==> src/rtl/fifo_pkg.sv <==
// Shared types and helpers for the FIFO read-side word packer.
package fifo_pkg;

  localparam int DATA_WIDTH = 8;
  localparam int MAX_RATIO  = 8;

  typedef enum logic [1:0] {
    COLLECT,
    FLUSH_WAIT,
    FLUSH_EMIT
  } packer_state_e;

  // Low k bits set; callers truncate to their own PACK_RATIO.
  function automatic logic [MAX_RATIO-1:0] keep_mask(input int k);
    logic [MAX_RATIO-1:0] mask;
    mask = '0;
    for (int i = 0; i < MAX_RATIO; i++) mask[i] = (i < k);
    return mask;
  endfunction

endpackage

==> src/rtl/fifo_word_packer_if.sv <==
// Packed-word valid/ready stream leaving the packer.
interface fifo_word_packer_if #(
  parameter int DATA_WIDTH = fifo_pkg::DATA_WIDTH,
  parameter int PACK_RATIO = 4
);
  localparam int OUT_WIDTH = DATA_WIDTH * PACK_RATIO;

  logic                  m_valid;
  logic                  m_ready;
  logic [OUT_WIDTH-1:0]  m_data;
  logic [PACK_RATIO-1:0] m_keep;
  logic                  m_last;

  modport master (output m_valid, m_data, m_keep, m_last, input m_ready);
  modport slave  (input m_valid, m_data, m_keep, m_last, output m_ready);
endinterface

==> src/rtl/fifo_word_packer.sv <==
// Drains a byte FIFO and packs PACK_RATIO bytes little-endian into words;
// flush emits the partial tail with a keep mask and last marker.
module fifo_word_packer
  import fifo_pkg::*;
#(
  parameter int DATA_WIDTH = fifo_pkg::DATA_WIDTH,
  parameter int PACK_RATIO = 4,
  parameter int OUT_WIDTH  = DATA_WIDTH * PACK_RATIO
) (
  input  logic                  clk,
  input  logic                  reset,
  input  logic                  fifo_empty,
  input  logic [DATA_WIDTH-1:0] fifo_data,
  output logic                  fifo_rd_en,
  input  logic                  flush,
  output logic                  flush_done,
  fifo_word_packer_if.master    m
);
  localparam int            CW   = $clog2(PACK_RATIO + 1);
  localparam logic [CW-1:0] FULL = CW'(PACK_RATIO);
  localparam logic [CW-1:0] LAST = CW'(PACK_RATIO - 1);

  typedef logic [PACK_RATIO-1:0][DATA_WIDTH-1:0] word_t;

  packer_state_e state;
  word_t         asm_q, word_full, word_part;
  logic [CW-1:0] cap_cnt, resv_cnt;
  logic          rd_pending, out_free, full_avail;

  // Reserve a slot for the in-flight byte so at most one word's worth is ever claimed.
  assign resv_cnt   = cap_cnt + CW'(rd_pending);
  assign fifo_rd_en = !reset && !fifo_empty && state == COLLECT && resv_cnt < FULL;
  assign out_free   = !m.m_valid || m.m_ready;
  assign full_avail = cap_cnt == FULL || (rd_pending && cap_cnt == LAST);

  always_comb begin
    word_full = asm_q;
    word_part = '0;
    for (int i = 0; i < PACK_RATIO; i++) begin
      if (rd_pending && cap_cnt == CW'(i)) word_full[i] = fifo_data;
      if (CW'(i) < cap_cnt)                word_part[i] = asm_q[i];
    end
  end

  always_ff @(posedge clk) begin
    if (reset) begin
      state      <= COLLECT;
      asm_q      <= '0;
      cap_cnt    <= '0;
      rd_pending <= 1'b0;
      flush_done <= 1'b0;
      m.m_valid  <= 1'b0;
      m.m_data   <= '0;
      m.m_keep   <= '0;
      m.m_last   <= 1'b0;
    end else begin
      flush_done <= 1'b0;
      rd_pending <= fifo_rd_en;
      if (m.m_valid && m.m_ready) m.m_valid <= 1'b0;

      // A completed word always leaves before any flush handling sees the assembly register.
      if (full_avail && out_free) begin
        m.m_valid <= 1'b1;
        m.m_data  <= OUT_WIDTH'(word_full);
        m.m_keep  <= '1;
        m.m_last  <= 1'b0;
        asm_q     <= '0;
        cap_cnt   <= '0;
      end else if (rd_pending) begin
        asm_q   <= word_full;
        cap_cnt <= cap_cnt + CW'(1);
      end

      case (state)
        COLLECT: if (flush) state <= FLUSH_WAIT;
        FLUSH_WAIT: begin
          if (!rd_pending && out_free && !full_avail) begin
            if (cap_cnt == '0) begin
              flush_done <= 1'b1;
              state      <= COLLECT;
            end else begin
              m.m_valid <= 1'b1;
              m.m_data  <= OUT_WIDTH'(word_part);
              m.m_keep  <= PACK_RATIO'(keep_mask(int'(cap_cnt)));
              m.m_last  <= 1'b1;
              asm_q     <= '0;
              cap_cnt   <= '0;
              state     <= FLUSH_EMIT;
            end
          end
        end
        FLUSH_EMIT: begin
          if (m.m_valid && m.m_ready) begin
            flush_done <= 1'b1;
            state      <= COLLECT;
          end
        end
        default: state <= COLLECT;
      endcase
    end
  end

endmodule

==> src/flat_wrapper.sv <==
// flat-port wrapper written by rule: the top's interface ports become plain ports
module fifo_word_packer_flat import fifo_pkg::*;
#(
  parameter int DATA_WIDTH = fifo_pkg::DATA_WIDTH,
  parameter int PACK_RATIO = 4,
  parameter int OUT_WIDTH  = DATA_WIDTH * PACK_RATIO
)
  (clk, reset, fifo_empty, fifo_data, fifo_rd_en, flush, flush_done, m_m_valid, m_m_data, m_m_keep, m_m_last, m_m_ready);
  fifo_word_packer_if #(.DATA_WIDTH(DATA_WIDTH), .PACK_RATIO(PACK_RATIO)) m_i ();
  input  logic clk;
  input  logic reset;
  input  logic fifo_empty;
  input  logic [DATA_WIDTH-1:0] fifo_data;
  output logic fifo_rd_en;
  input  logic flush;
  output logic flush_done;
  output wire logic [$bits(m_i.m_valid)-1:0] m_m_valid;
  output wire logic [$bits(m_i.m_data)-1:0] m_m_data;
  output wire logic [$bits(m_i.m_keep)-1:0] m_m_keep;
  output wire logic [$bits(m_i.m_last)-1:0] m_m_last;
  input wire logic [$bits(m_i.m_ready)-1:0] m_m_ready;
  assign m_m_valid = m_i.m_valid;
  assign m_m_data = m_i.m_data;
  assign m_m_keep = m_i.m_keep;
  assign m_m_last = m_i.m_last;
  assign m_i.m_ready = m_m_ready;
  fifo_word_packer #(.DATA_WIDTH(DATA_WIDTH), .PACK_RATIO(PACK_RATIO), .OUT_WIDTH(OUT_WIDTH)) u_core (.clk(clk), .reset(reset), .fifo_empty(fifo_empty), .fifo_data(fifo_data), .fifo_rd_en(fifo_rd_en), .flush(flush), .flush_done(flush_done), .m(m_i));
endmodule
==> config.mk <==
export PLATFORM = sky130hd
export DESIGN_NAME = fifo_word_packer_flat
export DESIGN_NICKNAME = d
export VERILOG_FILES = /design/src/rtl/fifo_pkg.sv /design/src/rtl/fifo_word_packer_if.sv /design/src/rtl/fifo_word_packer.sv /design/src/flat_wrapper.sv
export SDC_FILE = /design/constraint.sdc
export NUM_CORES = 1
export LEC_CHECK = 0
export CAP_MARGIN = 10
export CORE_UTILIZATION = 55
export DETAILED_ROUTE_END_ITERATION = 8
export PLACE_DENSITY = 0.89
export SLEW_MARGIN = 20
export SYNTH_ARGS = -nofsm -noshare
export SYNTH_HDL_FRONTEND = slang
export SYNTH_SLANG_ARGS = --single-unit
export TNS_END_PERCENT = 20
==> constraint.sdc <==
create_clock -name clk -period 5.9 [get_ports clk]
set_clock_uncertainty 0.15 [all_clocks]
set_input_delay 0.885 -clock clk [delete_from_list [all_inputs] [get_ports clk]]
set_output_delay 0.885 -clock clk [all_outputs]
set_load 0.03 [all_outputs]
# Word level (Yosys, flattened, before mapping)
# Index checks and enable logic that the tools add are counted.
[classes]
n_addsub = 2
n_lt_le_gt_ge = 9
n_eq_ne = 9
mux = 44
reduce_logical = 21
[op_table]
columns = ["cell", "count"]
rows = [
  ["32-bit 2-to-1 mux", 9],
  ["8-bit 2-to-1 mux", 8],
  ["4-bit 2-to-1 mux", 4],
  ["3-bit 2-to-1 mux", 5],
  ["1-bit by 3-bit < comparator with 1-bit output, first input constant", 4],
  ["2-bit by 3-bit < comparator with 1-bit output, first input constant", 4],
  ["1-bit 2-to-1 mux", 12],
  ["1-bit logical AND", 11],
  ["2-bit 2-to-1 mux", 4],
  ["3-bit by 2-bit == test with 1-bit output, second input constant", 2],
  ["2-bit one-hot mux with 3 select lines", 1],
  ["1-bit zero test", 5],
  ["2-bit by 1-bit != test with 1-bit output, second input constant", 2],
  ["3-bit by 1-bit adder with 3-bit output", 1],
  ["3-bit by 1-bit adder with 3-bit output, second input constant", 1],
  ["3-bit by 1-bit == test with 1-bit output, second input constant", 1],
  ["3-bit == test, second input constant", 1],
  ["3-bit zero test", 1],
  ["3-bit < comparator, second input constant", 1],
  ["3-bit AND reduction", 1],
  ["2-bit by 1-bit == test with 1-bit output, second input constant", 1],
  ["2-bit == test, second input constant", 1],
  ["2-bit zero test", 1],
  ["1-bit logical OR", 2],
  ["other kinds (2)", 2],
]
[totals]
ff_bits = 77
input_bits = 13
word_cells = 97

# Depth between registers and ports, before layout
# Gate-level depths: netlist of run 1.
[logic_depth]
word_depth = 8
depth_mapped = 9

# Least setup slack after synthesis of run 1
# No wires, ideal clock.
[synth_path]
path_type = "input-to-output"
start = "input port reset"
end = "output port fifo_rd_en"
arrival_ns = 2.144
required_ns = 4.865
setup_slack_ns = 2.721
path_stages = 2
path_buffers = 1
path_cell_list = "clkbuf_1 nor4b_1"
[synth_between]
elab_chain_len = 4
[synth_rtl]
columns = ["element", "line_no", "text"]
rows = [
  ["from (decl)", "flat_wrapper.sv:11", "input logic reset;"],
  ["1-bit zero test", "fifo_word_packer.sv:32", "assign fifo_rd_en = !reset && !fifo_empty && state == COLLECT && resv_cnt < FULL;"],
  ["1-bit logical AND (3 in series)", "fifo_word_packer.sv:32", ""],
  ["to (decl)", "flat_wrapper.sv:14", "output logic fifo_rd_en;"],
]
# No other way between the ends.

# Final worst setup path of run 1
# Same ends and word-level chain as after synthesis.

==> results of run 1 <==
-- state kept, by name (all words and copies together) (netlist names) --
register and cells:
u_core.cap_cnt 3, u_core.m.m_data 32, u_core.m.m_valid 1, u_core.rd_pending 1, u_core.asm_q 32, u_core.state 2, u_core.m.m_keep 4, u_core.m.m_last 1
u_core.flush_done 1
-- synthesized netlist by cell type, types with 2 or more instances --
library cell,instances,area [um2]
o21ai_0,2,10.01
and2_1,2,12.51
nor2b_1,2,12.51
nor2_4,3,33.78
buf_1,2,7.510
buf_4,2,15.01
a21o_1,3,22.52
nor3_1,3,15.01
inv_1,5,18.77
nor4b_1,3,26.28
mux2i_1,33,330.3
nand3b_1,2,15.01
xnor2_1,2,17.52
nand2_1,6,22.52
ha_1,7,87.58
a211oi_1,2,15.01
dfxtp_1,77,1541
nor2_1,73,274.0
a21oi_1,5,25.02
a21oi_4,2,32.53
nor4bb_1,2,20.02
buf_2,8,40.04
buf_6,4,45.04
a221o_1,32,320.3
nand2b_1,2,12.51
-- worst register-to-register path, delay by kind of cell (launching register included) --
kind / cells / cell delay [ns]
AND/OR/NAND/NOR: 3 / 1.46
flip-flops: 1 / 0.53
AO/OA/AOI/OAI: 1 / 0.54
-- kinds of logic (layout without fill, tap and decap cells) --
group / Yosys count / in the layout
muxes: 33 / 33
DFF: 77 / 77
and+or+nand+nor: 103 / 103
xor gates and xnor gates: 2 / 2
adders and majority gates: 7 / 7
buffers and inverters: 23 / 73
AOI/OAI and AO/OA: 49 / 49
-- routing by layer --
metal | vias up | track usage
met4 | 0 | 0.09423
met1 | 1133 | 0.3137
met2 | 72 | 0.3847
met5 | - | 0
li1 | 1141 | -
met3 | 5 | 0.05629
-- how the worst max path moves through the flow --
stage | endpoint | slack (ns) | cells past startpoint
final | fifo_rd_en | 2.19 | 3
after global routing | fifo_rd_en | 2.01 | 3
after CTS | fifo_rd_en | 2.17 | 3
after detailed placement | fifo_rd_en | 2.17 | 3
after global placement | fifo_rd_en | 2.20 | 3
after floorplan | fifo_rd_en | 2.72 | 2
-- power groups by stage --
stage               sequential [W]  combinational, W  clock, W
floorplan                 0.000552         0.0000556         0
global placement          0.000549         0.0000813         0
detailed placement        0.000550         0.0000826         0
CTS                       0.000538         0.0000833  0.000371
global route              0.000539         0.0000908  0.000391
finish                    0.000538         0.0000830  0.000363
-- per-stage QoR --
step	util	worst slack (ns)	total power [W]
global placement	0.6808	2.196	0.0006303
floorplan	-	2.721	0.0006074
CTS	0.7162	2.169	0.0009925
global route	0.7164	2.013	0.001021
finish	0.7164	2.191	0.0009843
detailed placement	0.6808	2.174	0.0006323
-- layout make-up --
type,count,area (um2),area share
Inverter,5,18.77,0.005002
Multi-Input combinational cell,194,1391,0.3708
Tap cell,70,87.58,0.02334
Clock inverter,3,20.02,0.005335
Timing Repair Buffer,53,528.0,0.1407
Sequential cell,77,1541,0.4108
Clock buffer,12,165.2,0.04401
==> flow_summary.ini, run 1 <==
[setup_path]
reg2reg_to = u_core.asm_q[5]
critPathMaxFanout = 15
crit_chain = clkdlybuf4s50_1 > nor4b_1 > clkdlybuf4s50_1
max_stage_delay_ns = 0.72
path_buf_inv = 2
rrSetupSlack_ns = 3.06
cpLargestDelayFamily = buffers and inverters
critical-path-slowest-cell = clkdlybuf4s50_1
critPathLaunch = reset
end_kind = primary output
worstRegToRegCells = 4
r2r_start = u_core.rd_pending
required_ns = 4.87
startpoint_type = input pin
crit_type = in -> out
timing.critical_path.mode_cell = clkdlybuf4s50_1
cp.arrival_ns = 2.67

[hold_path]
whs_endpoint = u_core.m.m_data[7]
hp-class = reg -> reg
min-delay-start = u_core.asm_q[7]
whs_path_depth = 1

[routing]
drc = 0
drt-total-wl_mm = 6.631
wl_met1_mm = 3.022
routedWlPerCell_um = 16.02
detail-route-antenna-nets = 0
via_per_inst = 5.679
route.met2.wl_mm = 3.233
dr.pass1.iters = 4
dr_wl_met3_um = 315
top_layer = met4
vias = 2351
drt_iter0_markers = 157

[synth]
yosysWarnings = 0
syn_area_mm2 = 0.003060
ys_ff_latch = 77
ys_seq_area_frac = 0.5037
synth_compound_area_frac = 0.1509
synth_ff_type = dfxtp_1
synth_edf_count = 0
synthMuxAreaShare = 0.1079
synth_xor_area_frac = 0.005724
synth_cells = 294
ys_async_sr_fraction = 0
syn_nets = 314
avgSynthCellArea_um2 = 10.41
synth_fa_ha_area_frac = 0.02862
netlist-cell-type-count = 35
synth_top_family_by_area = simple AND/OR/NAND/NOR gates
synthSimpleGateAreaFrac = 0.1590

[floorplan]
core_mm2 = 0.005238
dieWidth_um = 76.60
ios = 53
rows = 26
die_area_mm2 = 0.005867
die_h_um = 76.60
start_util = 0.5843

[grt]
grt_pass1_wl_mm = 10.99
antenna_found_initial = 0
grt_max_degree = 35
track_usage = 0.2407
first_global_vias = 2241
overflow = 0

[power_and_ir_drop]
switching_share = 0.2405
pwr-share-comb = 0.084
clkPwrFrac = 0.369
p_leak_nw = 1.479
power.density_mw_per_mm2 = 262.3
ir_drop_mv = 0.2596
power_switching_w = 0.0002367
intPower_w = 0.0007476
seqPwrFrac = 0.546

[cells_and_area]
nFillCells = 396
drive_gt1_frac = 0.07849
stdcell_count = 414
final_area_mm2 = 0.003752
most-common-layout-cells = 77 x dfxtp_1, 73 x nor2_1, 52 x clkdlybuf4s50_1
fin_nets = 360
syn2layout_area_growth_pct = 22.61
final_common_cell = dfxtp_1
antennaDiodeCount = 0

[flow_run]
max_cap_violations = 0

[clock_tree]
cts-buffers-inserted = 9
h-tree-depth = 3
clk_transition_reported_paths_ns = 0.08
cts_root_buf = clkbuf_8
insertion_delay_ns = 0.35
clk_path_buf_depth = 2
cts-resized-gates = 0
cts_tree = done
post_cts_buffers = 0
clkSinkCount = 77
cts_hold_buf = 0

[timing]
rsz0062_at_grt = false
slew-limit-headroom = 0.4830
worst_pin_slew_ns = 0.7736
period_minus_slack_ns = 3.709
fmax_ghz = 0.2696
fin_crit_sh = 0.6287
holdWs_ns = 0.3265
setup_viol = 0
drv_slew = 0
final_hold_viol_count = 0
setup_tns_ns = 0

[placement]
io_buffers = 52
dp_hpwl_mm = 4.387
place.gp.congestion = 0.7925
dp.cells = 399
place_area_mm2 = 0.003566

[outcome]
status = complete, no violations
No activity file was read; power rests on OpenSTA's default activity.
==> run 2, diff against run 1 <==
CORE_UTILIZATION = 52   (was 55)
PLACE_DENSITY = 0.85   (was 0.89)
clock period = 3.6 ns   (was 5.9 ns; I/O delays follow)
==> run 2 against run 1 <==
  * Flip-flop and latch count did not move
  * Critical endpoint unchanged
  * Wire length rose by 2.4%
  * Clock power grew 94%
  * Via count grew 0.81%
  * Register-to-register slack worse by 2.1 ns
  * First-iteration DRC count down 3.2%
  * Global-route usage down 0.42 points
  * Sequential power is 64% higher
  * Power is 75% higher
  * Utilization is 3.2 points lower
  * Final area grew 1.6%
==> flow_summary.ini, run 2 (synthesis results as in run 1) <==
[timing]
final_hold_viol_count = 0
fmax_ghz = 0.3356
drv_slew = 0
slew-limit-headroom = 0.4632
worst_pin_slew_ns = 0.8032
holdWs_ns = 0.3334
rsz0062_at_grt = false
setup_viol = 0
setup_tns_ns = 0
fin_crit_sh = 0.8277
period_minus_slack_ns = 2.980

[clock_tree]
cts-resized-gates = 0
cts_root_buf = clkbuf_8
clk_path_buf_depth = 2
insertion_delay_ns = 0.34
cts_tree = done
h-tree-depth = 3
post_cts_buffers = 0
cts_hold_buf = 0
clk_transition_reported_paths_ns = 0.07
clkSinkCount = 77
cts-buffers-inserted = 9

[routing]
dr.pass1.iters = 4
drc = 0
drt-total-wl_mm = 6.792
routedWlPerCell_um = 16.17
via_per_inst = 5.643
vias = 2370
detail-route-antenna-nets = 0
drt_iter0_markers = 152

[floorplan]
start_util = 0.5490
core_mm2 = 0.005574
rows = 27
die_area_mm2 = 0.006196
die_h_um = 78.72
dieWidth_um = 78.72
ios = 53

[grt]
overflow = 0
met1_usage = 0.3039
grt_busiest_layer = met2
first_global_vias = 2329
antenna_found_initial = 0
grt_util_met3 = 0.04138
grt_pass1_wl_mm = 11.18
track_usage = 0.2365
grtUsageMet2 = 0.3800
grt_max_degree = 35

[cells_and_area]
fin_nets = 364
final_common_cell = dfxtp_1
syn2layout_area_growth_pct = 24.57
drive_gt1_frac = 0.08333
fin_util = 0.6840
reg_top3 = u_core.asm_q x32, u_core.m.m_data x32, u_core.m.m_keep x4
stdcell_count = 420
antennaDiodeCount = 0
most-common-layout-cells = 77 x dfxtp_1, 73 x nor2_1, 52 x clkdlybuf4s50_1

[placement]
dp.cells = 405
dp_hpwl_mm = 4.507
io_buffers = 52
place.gp.congestion = 0.7744

[flow_run]
max_cap_violations = 0

[power_and_ir_drop]
power.density_mw_per_mm2 = 452.1
ir_drop_mv = 0.2672
p_leak_nw = 1.512

[setup_path]
cp.arrival_ns = 2.29
critPathMaxFanout = 10
crit_type = reg -> out
end_kind = primary output
startpoint_type = register
required_ns = 2.91

[hold_path]
hp-class = reg -> reg

[outcome]
status = complete, no violations
[run 2: path summary, 6_finish.rpt]
check / from / end / slack, ns / cells past startpoint
setup / recovery: u_core.rd_pending / fifo_rd_en / 0.62 / 5
setup reg to reg: u_core.cap_cnt[0] / u_core.asm_q[19] / 0.98 / 6
hold reg to reg: u_core.asm_q[19] / u_core.m.m_data[19] / 0.33 / 1
hold / removal: u_core.asm_q[19] / u_core.m.m_data[19] / 0.33 / 1
[run 2: critical path, cell delays in order (launching register included)]
cell and delay [ns]:
dfxtp_1 0.53, ha_1 0.21, nand2_1 0.06, xnor2_1 0.16, nor4b_1 0.26, clkdlybuf4s50_1 0.72
[run 2: stage by stage]
step	instance area, um2	power (W)	setup slack (ns)
final	3812	0.001724	0.6203
after global routing	3812	0.001784	0.4486
after CTS	3812	0.001731	0.5811
after detailed placement	3598	0.001040	0.8744
after global placement	3598	0.001035	0.9145
after floorplan	3060	0.0009955	1.111
[run 2: final cells by class]
class	instances	area, um2
clock buffer	11	141.4
clock inverter	4	72.57
fill	424	1762
inverter	5	18.77
multi-input combinational	194	1390
sequential	77	1541
tap	72	90.09
timing repair buffer	57	558.0
[run 2: power breakdown]
| group | total [W] | internal [W] | switching, W |
|---|---|---|---|
| Clock | 0.000704 | 0.000405 | 0.000299 |
| Combinational | 0.000138 | 0.0000563 | 0.0000822 |
| Sequential | 0.000882 | 0.000868 | 0.0000136 |
[run 2: layer usage]
metal | up-vias | wire [um]
met5 | - | 0
met4 | 0 | 110
met3 | 10 | 476
met2 | 89 | 3134
met1 | 1121 | 3071
li1 | 1150 | -
